[src/rtl/tf_exp_gen.sv]
// -----------------------------------------------------------------------------
// tf_exp_gen - twiddle-exponent sequencer for the 256-point radix-4 FFT.
//
// On start, walks every stage and butterfly and presents the four twiddle
// exponents of each butterfly on exp0..exp3 (the address ports of the
// four-port twiddle ROM). tf_vld is exp_vld delayed one cycle so it lines up
// with the ROM's registered read data.
//
// Ports:
//   clk      in   rising-edge clock
//   rst_n    in   asynchronous active-low reset
//   start    in   one-cycle request to sequence a full FFT (IDLE only)
//   stall    in   datapath back-pressure, freezes sequencing in RUN
//   busy     out  high while a sequence is in progress
//   done     out  one-cycle pulse in the FLUSH cycle
//   exp0..3  out  exponents for butterfly legs 0..3 (ROM addresses)
//   exp_vld  out  exp0..exp3 carry a newly issued butterfly this cycle
//   tf_vld   out  exp_vld delayed one cycle, qualifies ROM data
//   stage    out  stage index of the current exponents
//   bfly     out  butterfly index within the stage
//
// Build option: define TFGEN_DIT_EN for decimation-in-time exponent ordering;
// the default build produces decimation-in-frequency ordering.
// -----------------------------------------------------------------------------
module tf_exp_gen #(
  parameter int NSTAGE = 4,
  parameter int EXP_W  = 8
) (
  input  logic                      clk,
  input  logic                      rst_n,
  input  logic                      start,
  input  logic                      stall,
  output logic                      busy,
  output logic                      done,
  output logic [EXP_W-1:0]          exp0,
  output logic [EXP_W-1:0]          exp1,
  output logic [EXP_W-1:0]          exp2,
  output logic [EXP_W-1:0]          exp3,
  output logic                      exp_vld,
  output logic                      tf_vld,
  output logic [$clog2(NSTAGE)-1:0] stage,
  output logic [EXP_W-3:0]          bfly
);

  localparam int STG_W = $clog2(NSTAGE);
  localparam int BF_W  = EXP_W - 2;

  typedef enum logic [1:0] {
    IDLE  = 2'd0,
    RUN   = 2'd1,
    FLUSH = 2'd2
  } state_t;

  state_t            state_r, state_s;
  logic [STG_W-1:0]  stage_r, stage_s;
  logic [BF_W-1:0]   bfly_r, bfly_s;
  logic [EXP_W-1:0]  exp1_r, exp2_r, exp3_r;
  logic [EXP_W-1:0]  e1_s;
  logic              exp_vld_r, exp_vld_s;
  logic              tf_vld_r;
  logic              done_r, done_s;
  logic              busy_r;

  // Butterfly-walk helpers derived from the current position.
  logic [BF_W-1:0]   mask_s;     // j = bfly & mask_s
  logic [EXP_W-1:0]  step_s;     // e1 increment per j step
  logic              j_wrap_s;   // j is at its last value in this group
  logic              last_s;     // last butterfly of the last stage
  logic [EXP_W-1:0]  nxt_e1_s;
`ifdef TFGEN_DIT_EN
  logic [STG_W-1:0]  dit_sh_s;
`endif

  // Group mask and exponent step for the current stage.
  always_comb begin
`ifdef TFGEN_DIT_EN
    // DIT: group size 4^s butterflies, step 4^(NSTAGE-1-s).
    dit_sh_s = STG_W'(NSTAGE - 1) - stage_r;
    mask_s   = ~({BF_W{1'b1}} << {stage_r, 1'b0});
    step_s   = EXP_W'(1) << {dit_sh_s, 1'b0};
`else
    // DIF: group size 64/4^s butterflies, step 4^s.
    mask_s   = {BF_W{1'b1}} >> {stage_r, 1'b0};
    step_s   = EXP_W'(1) << {stage_r, 1'b0};
`endif
    j_wrap_s = ((bfly_r & mask_s) == mask_s);
    last_s   = (stage_r == STG_W'(NSTAGE - 1)) && (bfly_r == {BF_W{1'b1}});
    // A stage change always coincides with a j wrap, so e1 restarts at 0.
    if (j_wrap_s) begin
      nxt_e1_s = {EXP_W{1'b0}};
    end else begin
      nxt_e1_s = exp1_r + step_s;
    end
  end

  // Next-state and next-output logic of the sequencer FSM.
  always_comb begin
    state_s   = state_r;
    stage_s   = stage_r;
    bfly_s    = bfly_r;
    e1_s      = exp1_r;
    exp_vld_s = 1'b0;
    done_s    = 1'b0;
    case (state_r)
      IDLE: begin
        if (start) begin
          state_s   = RUN;
          stage_s   = {STG_W{1'b0}};
          bfly_s    = {BF_W{1'b0}};
          e1_s      = {EXP_W{1'b0}};
          exp_vld_s = 1'b1;
        end else begin
          state_s   = IDLE;
        end
      end
      RUN: begin
        // The butterfly on the outputs is consumed only if it was presented
        // with exp_vld; a stall-held butterfly stays put until reissued.
        if (exp_vld_r) begin
          if (last_s) begin
            state_s = FLUSH;
            done_s  = 1'b1;
          end else begin
            stage_s   = bfly_r == {BF_W{1'b1}} ? stage_r + STG_W'(1) : stage_r;
            bfly_s    = bfly_r + BF_W'(1);
            e1_s      = nxt_e1_s;
            exp_vld_s = ~stall;
          end
        end else begin
          exp_vld_s = ~stall;
        end
      end
      FLUSH: begin
        state_s = IDLE;
      end
      default: begin
        state_s = IDLE;
      end
    endcase
  end

  // State register and registered outputs.
  always_ff @(posedge clk or negedge rst_n) begin
    if (!rst_n) begin
      state_r   <= IDLE;
      stage_r   <= {STG_W{1'b0}};
      bfly_r    <= {BF_W{1'b0}};
      exp1_r    <= {EXP_W{1'b0}};
      exp2_r    <= {EXP_W{1'b0}};
      exp3_r    <= {EXP_W{1'b0}};
      exp_vld_r <= 1'b0;
      tf_vld_r  <= 1'b0;
      done_r    <= 1'b0;
      busy_r    <= 1'b0;
    end else begin
      state_r   <= state_s;
      stage_r   <= stage_s;
      bfly_r    <= bfly_s;
      exp1_r    <= e1_s;
      exp2_r    <= e1_s << 1;
      exp3_r    <= e1_s + (e1_s << 1);
      exp_vld_r <= exp_vld_s;
      tf_vld_r  <= exp_vld_r;
      done_r    <= done_s;
      busy_r    <= (state_s != IDLE);
    end
  end

  assign exp0    = {EXP_W{1'b0}};  // leg 0 twiddle is always W^0
  assign exp1    = exp1_r;
  assign exp2    = exp2_r;
  assign exp3    = exp3_r;
  assign exp_vld = exp_vld_r;
  assign tf_vld  = tf_vld_r;
  assign done    = done_r;
  assign busy    = busy_r;
  assign stage   = stage_r;
  assign bfly    = bfly_r;

endmodule

[config.mk]
export PLATFORM = sky130hd
export DESIGN_NAME = tf_exp_gen
export DESIGN_NICKNAME = d
export VERILOG_FILES = /design/src/rtl/tf_exp_gen.sv
export SDC_FILE = /design/constraint.sdc
export NUM_CORES = 1
export LEC_CHECK = 0
export ABC_CLOCK_PERIOD_IN_PS = 9350
export BUFFER_PORTS_ARGS = -buffer_cell sky130_fd_sc_hd__buf_4
export CAP_MARGIN = 20
export CORE_MARGIN = 3
export CORE_UTILIZATION = 27
export DETAILED_ROUTE_END_ITERATION = 7
export SETUP_SLACK_MARGIN = 0.4
export SLEW_MARGIN = 30
export SYNTH_ARGS = -nofsm -noshare
export SYNTH_HDL_FRONTEND = slang
export SYNTH_SLANG_ARGS = --single-unit
[constraint.sdc]
create_clock -name clk -period 9.35 [get_ports clk]
set_input_delay 0.4675 -clock clk [delete_from_list [all_inputs] [get_ports clk]]
set_output_delay 0.4675 -clock clk [all_outputs]
set_load 0.02 [all_outputs]
==> flow_metrics.env, run 1 <==
export IMPL_crit_required_ns=9.52
export IMPL_ir_drop_v=0.00005399
export IMPL_layout_nets=228
export IMPL_synth_top_area_share_pct=39.92
export IMPL_powerDensity_mw_per_mm2=227.0
export IMPL_place_ws_ns=5.991
export IMPL_h_tree_depth=2
export IMPL_antenna_left=0
export IMPL_synth_cell_types=43
export IMPL_grt_pass1_vias=1287
export IMPL_avgRoutedWirePerCell_um=13.27
export IMPL_endpoint_kind="flop"
export IMPL_post_route_period_util_pct=35.89
export IMPL_yosysTopAreaCell="dfrtp_1"
export IMPL_cts_buffer_depth=2
export IMPL_first_iter_violations=64
export IMPL_final_max_slew_viol_count=0
export IMPL_grt_pass1_wl_mm=6.382
export IMPL_ys_seq_area_share_pct=39.92
export IMPL_ys_async_sr_fraction_pct=100.0
export IMPL_vias_per_cell=4.533
export IMPL_fin_setup_tns_ns=0
export IMPL_power_frac_clock_pct=20.1
export IMPL_area_growth_pct=19.20
export IMPL_ys_top_cells_by_area="dfrtp_1, ha_1, buf_4, xnor2_1, nor2_1"
export IMPL_rr_endpoint="exp3[7]"
export IMPL_core_area_mm2=0.006422
export IMPL_grt_max_degree=30
export IMPL_power_share_sequential_pct=37.7
export IMPL_drive_gt1_share_pct=26.44
export IMPL_gp_congestion=0.8439
export IMPL_synth_seq_cells=29
export IMPL_cts_root_buf="clkbuf_8"
export IMPL_grt_use_total_pct=10.81
export IMPL_antenna_found_initial=0
export IMPL_maxCapViolations=0
export IMPL_n_antenna_cell=0
export IMPL_hpwl_mm=2.864
export IMPL_criticalPathCategory="reg2reg"
export IMPL_slew_headroom_pct=65.43
export IMPL_clock_fmax_mhz=298.0
export IMPL_outcome="complete, no violations"
export IMPL_num_vias=1292
export IMPL_cts_tree="yes"
export IMPL_internal_power_w=0.0002934
export IMPL_dieArea_mm2=0.007754
export IMPL_r2r_slack_ns=5.99
export IMPL_netlist_area_mm2=0.001818
export IMPL_hold_buffers=0
export IMPL_num_fill_cells=648
export IMPL_drtPass1Iterations=4
export IMPL_leakagePower_nw=1.084
export IMPL_p_sw_w=0.0001986
export IMPL_hold_ws_ns=0.1046
export IMPL_synth_edff_count=0
export IMPL_cts_setup_buffers=0
export IMPL_p_comb_share_pct=42.2
export IMPL_tightest_slew_ns=0.5131
export IMPL_avgSynthCellArea_um2=10.51
export IMPL_wl_mm=3.782
export IMPL_rr_startpoint="bfly[0]"
export IMPL_cts_sinks=29
export IMPL_die_w_um=88.06
export IMPL_hold_path_class="in2async"
export IMPL_cts_resized=0
export IMPL_start_util_pct=28.31
export IMPL_row_count=29
export IMPL_setup_viol=0
export IMPL_grt_setup_unrepaired="false"
export IMPL_cp_start_kind="flop"
export IMPL_dieHeight_um=88.06
export IMPL_cp_arrival_ns=3.52
export IMPL_ff2ff_path_depth=11
export IMPL_cts_inserted_buffers=5
export IMPL_drc=0
export IMPL_cp_max_fo=7
export IMPL_hold_viol_final=0
export IMPL_clk_latency_ns=0.28
export IMPL_switching_share_pct=40.36
export IMPL_ys_warn_count=0
export IMPL_fin_ws_ns=5.994
export IMPL_synthFlopType="dfrtp_1"
export IMPL_period_minus_slack_ns=3.356
export IMPL_ios=48
export IMPL_skew_ns=0.005777
export IMPL_clkTransAtPathRegs_ns=0.06
export IMPL_port_buffer_count=38
export IMPL_overflow=0
export IMPL_syn_inst=173
-- cell usage after synthesis, types with 2 or more instances --
| library cell | n |
|---|---|
| dfrtp_1 | 29 |
| buf_4 | 17 |
| ha_1 | 16 |
| nor2_1 | 14 |
| nand2_1 | 13 |
| inv_1 | 10 |
| xnor2_1 | 8 |
| o21ai_0 | 7 |
| a21oi_1 | 6 |
| a22o_1 | 4 |
| nand3_1 | 4 |
| xor2_1 | 4 |
| nor3_1 | 3 |
| a21o_1 | 2 |
| a22o_4 | 2 |
| a22oi_1 | 2 |
| a31oi_1 | 2 |
| and2_1 | 2 |
| nand4_1 | 2 |
| o211ai_1 | 2 |
| o21bai_1 | 2 |
-- metal layers --
| metal | global-route usage (%) | vias up | routed length [µm] |
|---|---|---|---|
| li1 | - | 647 | - |
| met1 | 14.80 | 596 | 1828 |
| met2 | 16.64 | 43 | 1654 |
| met3 | 2.164 | 6 | 223 |
| met4 | 4.533 | 0 | 75 |
| met5 | 0 | - | 0 |
-- worst max-delay path: stages, from the launching register on --
cell     delay, ns
dfrtp_1       0.45
ha_1          0.29
nand4_4       0.16
or2_4         0.29
a311o_4       0.41
o41ai_2       0.44
ha_1          0.34
a21o_1        0.19
a21oi_1       0.24
o21ai_0       0.16
xnor2_1       0.16
xnor2_1       0.12
-- state kept, by name, summed over array words and instances (netlist names) --
name and flops:
bfly 6, busy 1, done 1, exp1 7, exp3 8, exp_vld 1
stage 2, state_r 2, tf_vld 1
-- metrics by stage --
step | total power, W | cell area (µm²) | instances | utilization [%]
2_1_floorplan | 0.0003336 | 1848 | 181 | -
3_3_place_gp | 0.0003957 | 2087 | 277 | 32.50
3_5_place_dp | 0.0003985 | 2087 | 277 | 32.50
4_1_cts | 0.0004992 | 2167 | 285 | 33.74
5_1_grt | 0.0005303 | 2167 | 285 | 33.74
6_report | 0.0004920 | 2167 | 285 | 33.74
-- kinds of logic (layout without fill, tap and decap cells) --
logic type	count (synthesis)	in the layout	synth area share (%)
flip-flops	29	29	39.92
AND/OR/NAND/NOR	45	45	12.94
adder cells (fa/ha/maj)	17	17	12.11
buffers and inverters	29	56	9.910
AO/OA/AOI/OAI	39	39	18.51
other	1	9	0.2063
XOR/XNOR	12	12	5.781
multiplexers	1	1	0.6194
-- worst max path at each step --
stage	start	endpoint	slack (ns)	cells past startpoint
after global placement	bfly[0]	exp3[7]	6.00	11
after detailed placement	bfly[0]	exp3[7]	5.99	11
after floorplan	bfly[0]	exp3[7]	6.20	11
after CTS	bfly[0]	exp3[7]	5.95	11
final	bfly[0]	exp3[7]	5.99	11
after global routing	bfly[0]	exp3[7]	5.73	11
-- cell type report --
cell class                      instances  area [µm²]  share of cell area, %
Clock buffer                            8       80.08                  3.695
Inverter                               10       37.54                  1.732
Multi-Input combinational cell        123       942.2                  43.48
Sequential cell                        29       725.7                  33.49
Tap cell                               77       96.34                  4.446
Timing Repair Buffer                   38       285.3                  13.16
-- power groups by stage --
stage / registers, W / logic [W] / clock network (W)
after global placement: 0.000188 / 0.000208 / 0
after floorplan: 0.000213 / 0.000121 / 0
after detailed placement: 0.000188 / 0.000210 / 0
final: 0.000185 / 0.000208 / 0.0000990
after CTS: 0.000186 / 0.000211 / 0.000102
after global routing: 0.000192 / 0.000232 / 0.000107
-- cells in the final DEF (no fill, tap or decap), types with 6 or more instances in the layout --
cell type,synthesis,final
a21oi_1,6,6
buf_4,17,38
conb_1,1,9
dfrtp_1,29,29
ha_1,16,16
inv_1,10,10
nand2_1,13,13
nor2_1,14,14
o21ai_0,7,7
xnor2_1,8,8
(Power assumes the default switching activity.)
==> run 2, diff against run 1 <==
Settings changed: ABC_AREA from default to 1, ABC_CLOCK_PERIOD_IN_PS 9350 to 2800.
Clock period 9.35 ns to 2.8 ns, I/O delays scaled along.
==> run 2 against run 1 <==
Effect of this change: maximum frequency is 27% higher; cell area is 32% higher; clock skew is 0.0015 ns lower; non-clock buffer count is 31 higher; clock power grew to 3.4 times the previous value; die area is 5.3% higher.
==> flow_metrics.env, run 2 <==
export IMPL_powerDensity_mw_per_mm2=914.6
export IMPL_hpwl_mm=3.517
export IMPL_ys_seq_area_share_pct=37.79
export IMPL_fin_setup_tns_ns=0
export IMPL_row_count=30
export IMPL_dieHeight_um=90.34
export IMPL_ios=48
export IMPL_criticalPathCategory="reg2reg"
export IMPL_drc=0
export IMPL_antenna_found_initial=0
export IMPL_yosysTopAreaCell="dfrtp_1"
export IMPL_mostFrequentLayoutCell="buf_4"
export IMPL_cts_sinks=29
export IMPL_clk_latency_ns=0.28
export IMPL_netlist_area_mm2=0.001921
export IMPL_drtPass1Iterations=4
export IMPL_grt_setup_unrepaired="true"
export IMPL_hold_viol_final=0
export IMPL_synth_top_area_share_pct=37.79
export IMPL_wl_mm=4.952
export IMPL_grt_use_total_pct=12.56
export IMPL_cp_start_kind="flop"
export IMPL_cts_tree="yes"
export IMPL_core_area_mm2=0.006832
export IMPL_final_cell_mix="buf_4, nand2_1, inv_1, dfrtp_1"
export IMPL_drive_gt1_share_pct=48.46
export IMPL_synthFlopType="dfrtp_1"
export IMPL_start_util_pct=28.11
export IMPL_num_vias=1687
export IMPL_cp_max_fo=4
export IMPL_layout_nets=313
export IMPL_cts_inserted_buffers=5
export IMPL_ys_async_sr_fraction_pct=100.0
export IMPL_synth_edff_count=0
export IMPL_largest_reg_flops=8
export IMPL_ys_top_cells_by_area="dfrtp_1, ha_1, nand2_1, buf_4, inv_1"
export IMPL_synth_cell_types=32
export IMPL_synth_common_cells="nand2_1, inv_1, dfrtp_1"
export IMPL_area_growth_pct=48.47
export IMPL_cts_root_buf="clkbuf_8"
export IMPL_ys_warn_count=0
export IMPL_crit_required_ns=2.98
export IMPL_skew_ns=0.004304
export IMPL_leakagePower_nw=1.373
export IMPL_hold_path_class="in2reg"
export IMPL_h_tree_depth=2
export IMPL_overflow=0
export IMPL_synth_seq_cells=29
export IMPL_yosysMostFrequentCell="nand2_1"
export IMPL_ir_drop_v=0.0004640
export IMPL_period_minus_slack_ns=2.637
export IMPL_grt_pass1_vias=1703
export IMPL_syn_inst=226
export IMPL_outcome="complete, no violations"
export IMPL_maxCapViolations=0
export IMPL_utilization_pct=41.74
export IMPL_cts_buffer_depth=2
export IMPL_avgSynthCellArea_um2=8.498
export IMPL_port_buffer_count=38
export IMPL_die_w_um=90.34
export IMPL_endpoint_kind="flop"
export IMPL_vias_per_cell=4.337
export IMPL_setup_viol=0
export IMPL_post_route_period_util_pct=94.16
export IMPL_gp_congestion=0.8618
export IMPL_grt_max_degree=30
export IMPL_grt_pass1_wl_mm=8.231
export IMPL_clkTransAtPathRegs_ns=0.06
export IMPL_final_max_slew_viol_count=0
export IMPL_avgRoutedWirePerCell_um=12.73
export IMPL_clock_fmax_mhz=379.3
export IMPL_dieArea_mm2=0.008161
export IMPL_first_iter_violations=77
export IMPL_cp_arrival_ns=2.82
export IMPL_antenna_left=0
export IMPL_n_antenna_cell=0
## run 2: changes by cell type after synthesis, moves of 3 or more
cell	change
nand2_1	+34
inv_1	+22
nand3_1	+13
nor2_1	-7
xnor2_1	-5
a22o_1	-4
nand2_2	+4
a21oi_1	+3
nand3_2	+3
o21ai_0	+3
o31ai_1	+3
## run 2: layout make-up
class / count / area [µm²]
flip-flops and latches: 29 / 730.7
inverters: 35 / 141.4
well taps: 96 / 120.1
clock buffers: 8 / 80.08
fillers: 683 / 3980
repair buffers: 69 / 533.0
multi-input cells: 152 / 1246
## run 2: critical path, stage by stage, from the launching register on
cell and delay (ns):
dfrtp_2 0.43, inv_4 0.07, ha_4 0.16, ha_4 0.29, nand3_2 0.07, nand2_2 0.09
buf_4 0.11, nand3_1 0.09, nand3_2 0.12, o21ai_4 0.09, ha_4 0.30, nand2_1 0.06
o21ai_2 0.16, nand2_1 0.07, nand2_1 0.07, nand2_2 0.05, nand2_2 0.07, nand2_1 0.07
nand3_2 0.07, nand2_1 0.05
## run 2: per-layer routing
metal  vias up  wire length [µm]  global-route usage (%)
li1        828                 -                       -
met1       818              2159                   14.81
met2        34              2520                   21.72
met3         7               200                   3.500
met4         0                72                   4.592
met5         -                 0                       0
## run 2: path summary, 6_finish.rpt
check / start / end / slack [ns] / cells past startpoint
worst max register to register: stage[1] / exp3[7] / 0.16 / 19
worst min-delay path: stall / exp_vld / 0.04 / 2
max in group asynchronous: rst_n / stage[0] / 2.17 / 2
worst min register to register: exp_vld / tf_vld / 0.52 / 0
worst max-delay path: stage[1] / exp3[7] / 0.16 / 19
min in group asynchronous: rst_n / bfly[5] / 0.33 / 2
## run 2: cell families (layout without fill, tap and decap cells)
| logic type | after synthesis | in the layout | synth area share, % |
|---|---|---|---|
| other cells | 1 | 9 | 0.1953 |
| buf+inv | 53 | 112 | 14.20 |
| fa+ha+maj | 17 | 17 | 11.47 |
| flops | 29 | 29 | 37.79 |
| compound gates | 29 | 29 | 9.447 |
| xor+xnor | 7 | 7 | 3.192 |
| simple gates | 90 | 90 | 23.71 |
## run 2: stage by stage
stage	hold slack (ns)	total power (W)	std cells	setup slack (ns)	area, µm²
6_report	0.03782	0.002608	389	0.1634	2851
5_1_grt	0.03750	0.002791	389	0.02855	2851
4_1_cts	0.03482	0.002533	385	0.1813	2755
3_5_place_dp	0.09706	0.001988	367	0.05019	2432
2_1_floorplan	-0.1556	0.001563	234	0.1229	2038
3_3_place_gp	0.09305	0.001972	367	0.08475	2432
## run 2: report_power, final
group	total (W)	switching [W]	internal (W)	leakage, nW
sequential	0.000668	0.000128	0.000540	0.380
clock	0.000340	0.000163	0.000176	0.0395
combinational	0.00160	0.000890	0.000711	0.954
total	0.00261	0.00118	0.00143	1.37
## run 2: what timing repair did
item	CTS	global route
endpoints found under the setup margin	3	5
endpoints found under the hold margin	29	0
gates resized for setup	30	15
pin swaps	27	24
buffers inserted	9	4
hold buffers	1	0
==> run 3, diff against run 2 <==
Settings changed: ABC_AREA 1 to default.
==> run 3 against run 2 <==
Effect of this change: the run now ends with setup timing left; hold slack improved by 0.0068 ns; cell area decreased by 3.3%; global-route usage decreased by 0.41 points; critical endpoint is now exp3[6]; largest power group unchanged; highest routed layer unchanged.
==> flow_metrics.env, run 3 (synthesis results as in run 1) <==
export IMPL_final_cell_mix="buf_4, dfrtp_1, nor2_1, nand2_1, conb_1"
export IMPL_area_growth_pct=51.69
export IMPL_hold_viol_final=0
export IMPL_cts_inserted_buffers=5
export IMPL_antenna_left=0
export IMPL_cp_start_kind="flop"
export IMPL_drtPass1Iterations=4
export IMPL_fin_ws_ns=-0.03695
export IMPL_cts_root_buf="clkbuf_8"
export IMPL_overflow=0
export IMPL_clkTransAtPathRegs_ns=0.06
export IMPL_final_max_slew_viol_count=0
export IMPL_clk_latency_ns=0.28
export IMPL_maxCapViolations=0
export IMPL_dieArea_mm2=0.007754
export IMPL_grt_pass1_vias=1520
export IMPL_skew_ns=0.007715
export IMPL_drc=0
export IMPL_grt_use_total_pct=12.15
export IMPL_gp_congestion=0.7938
export IMPL_num_vias=1564
export IMPL_ir_drop_v=0.0002321
export IMPL_hold_path_class="in2reg"
export IMPL_cts_tree="yes"
export IMPL_outcome="finished with violations"
export IMPL_start_util_pct=28.31
export IMPL_first_iter_violations=91
export IMPL_antenna_found_initial=0
export IMPL_dpl_cell_count=316
export IMPL_layout_nets=280
export IMPL_cp_max_fo=5
export IMPL_mostFrequentLayoutCell="buf_4"
export IMPL_hpwl_mm=3.269
export IMPL_dieHeight_um=88.06
export IMPL_criticalPathCategory="reg2reg"
export IMPL_largest_reg_flops=8
export IMPL_utilization_pct=42.94
export IMPL_n_antenna_cell=0
export IMPL_powerDensity_mw_per_mm2=701.3
export IMPL_leakagePower_nw=1.351
export IMPL_vias_per_cell=4.641
export IMPL_cts_buffer_depth=2
export IMPL_wl_mm=4.559
export IMPL_grt_max_degree=30
export IMPL_period_minus_slack_ns=2.837
export IMPL_grt_pass1_wl_mm=7.169
export IMPL_grt_setup_unrepaired="true"
export IMPL_hold_ws_ns=0.04459
export IMPL_port_buffer_count=38
export IMPL_endpoint_kind="flop"
export IMPL_die_w_um=88.06
export IMPL_h_tree_depth=2
export IMPL_ios=48
export IMPL_clock_fmax_mhz=352.5
export IMPL_post_route_period_util_pct=101.3
export IMPL_drive_gt1_share_pct=51.15
export IMPL_cp_arrival_ns=3.04
export IMPL_row_count=29
export IMPL_fin_cells=337
export IMPL_cts_sinks=29
export IMPL_avgRoutedWirePerCell_um=13.53
export IMPL_violations="setup timing"
export IMPL_finalPower_w=0.001934
export IMPL_crit_required_ns=3.00
export IMPL_setup_viol=2
export IMPL_core_area_mm2=0.006422
[run 3: final timing paths]
kind	from	end	slack [ns]	depth (start not counted)
worst min-delay path	stall	exp_vld	0.04	2
worst max register to register	stage[0]	exp3[6]	-0.04	15
worst max-delay path	stage[0]	exp3[6]	-0.04	15
worst min register to register	exp_vld	tf_vld	0.52	1
min in group asynchronous	rst_n	exp3[5]	0.32	2
max in group asynchronous	rst_n	bfly[0]	2.18	2
[run 3: metrics by stage]
step,setup WS (ns),TNS [ns],instance area (µm²)
finish,-0.03695,-0.07266,2758
global route,-0.2058,-0.3986,2758
CTS,-0.08556,-0.08556,2606
detailed placement,-0.1034,-0.1064,2431
global placement,-0.05997,-0.05997,2431
floorplan,-0.05997,-0.05997,1899
[run 3: report_power, final]
group          total (W)  switching (W)  internal [W]
Sequential      0.000588      0.0000804      0.000508
Combinational   0.000993       0.000510      0.000483
Clock           0.000352       0.000152      0.000200
Total            0.00193       0.000743       0.00119
[run 3: cell type report]
| cell class | count | area (µm²) |
|---|---|---|
| timing repair buffer | 90 | 693.2 |
| fill | 623 | 3665 |
| sequential | 29 | 730.7 |
| tap | 77 | 96.34 |
| clock buffer | 8 | 90.09 |
| multi-input combinational | 123 | 1110 |
| inverter | 10 | 37.54 |
[run 3: what timing repair did]
action,CTS,global route
buffers inserted,7,5
resized for setup,6,22
hold buffers,1,0
pin swaps,14,24
cloned,0,0
setup endpoints to repair,6,6
hold endpoints to repair,29,0
[run 3: worst max-delay path, stage by stage (launching register included)]
cell      delay, ns
dfrtp_2        0.43
inv_2          0.07
ha_4           0.17
ha_4           0.17
ha_4           0.16
buf_4          0.12
xor2_1         0.15
a22o_1         0.23
buf_4          0.15
buf_4          0.13
ha_4           0.22
a21o_1         0.20
a21oi_4        0.15
o21bai_1       0.09
a21oi_1        0.17
xnor2_1        0.13
[run 3: metal layers]
| layer | track usage (%) | up-vias | routed length [µm] |
|---|---|---|---|
| li1 | - | 755 | - |
| met4 | 4.533 | 0 | 84 |
| met5 | 0 | - | 0 |
| met3 | 4.327 | 9 | 284 |
| met1 | 14.60 | 755 | 1894 |
| met2 | 20.00 | 45 | 2295 |
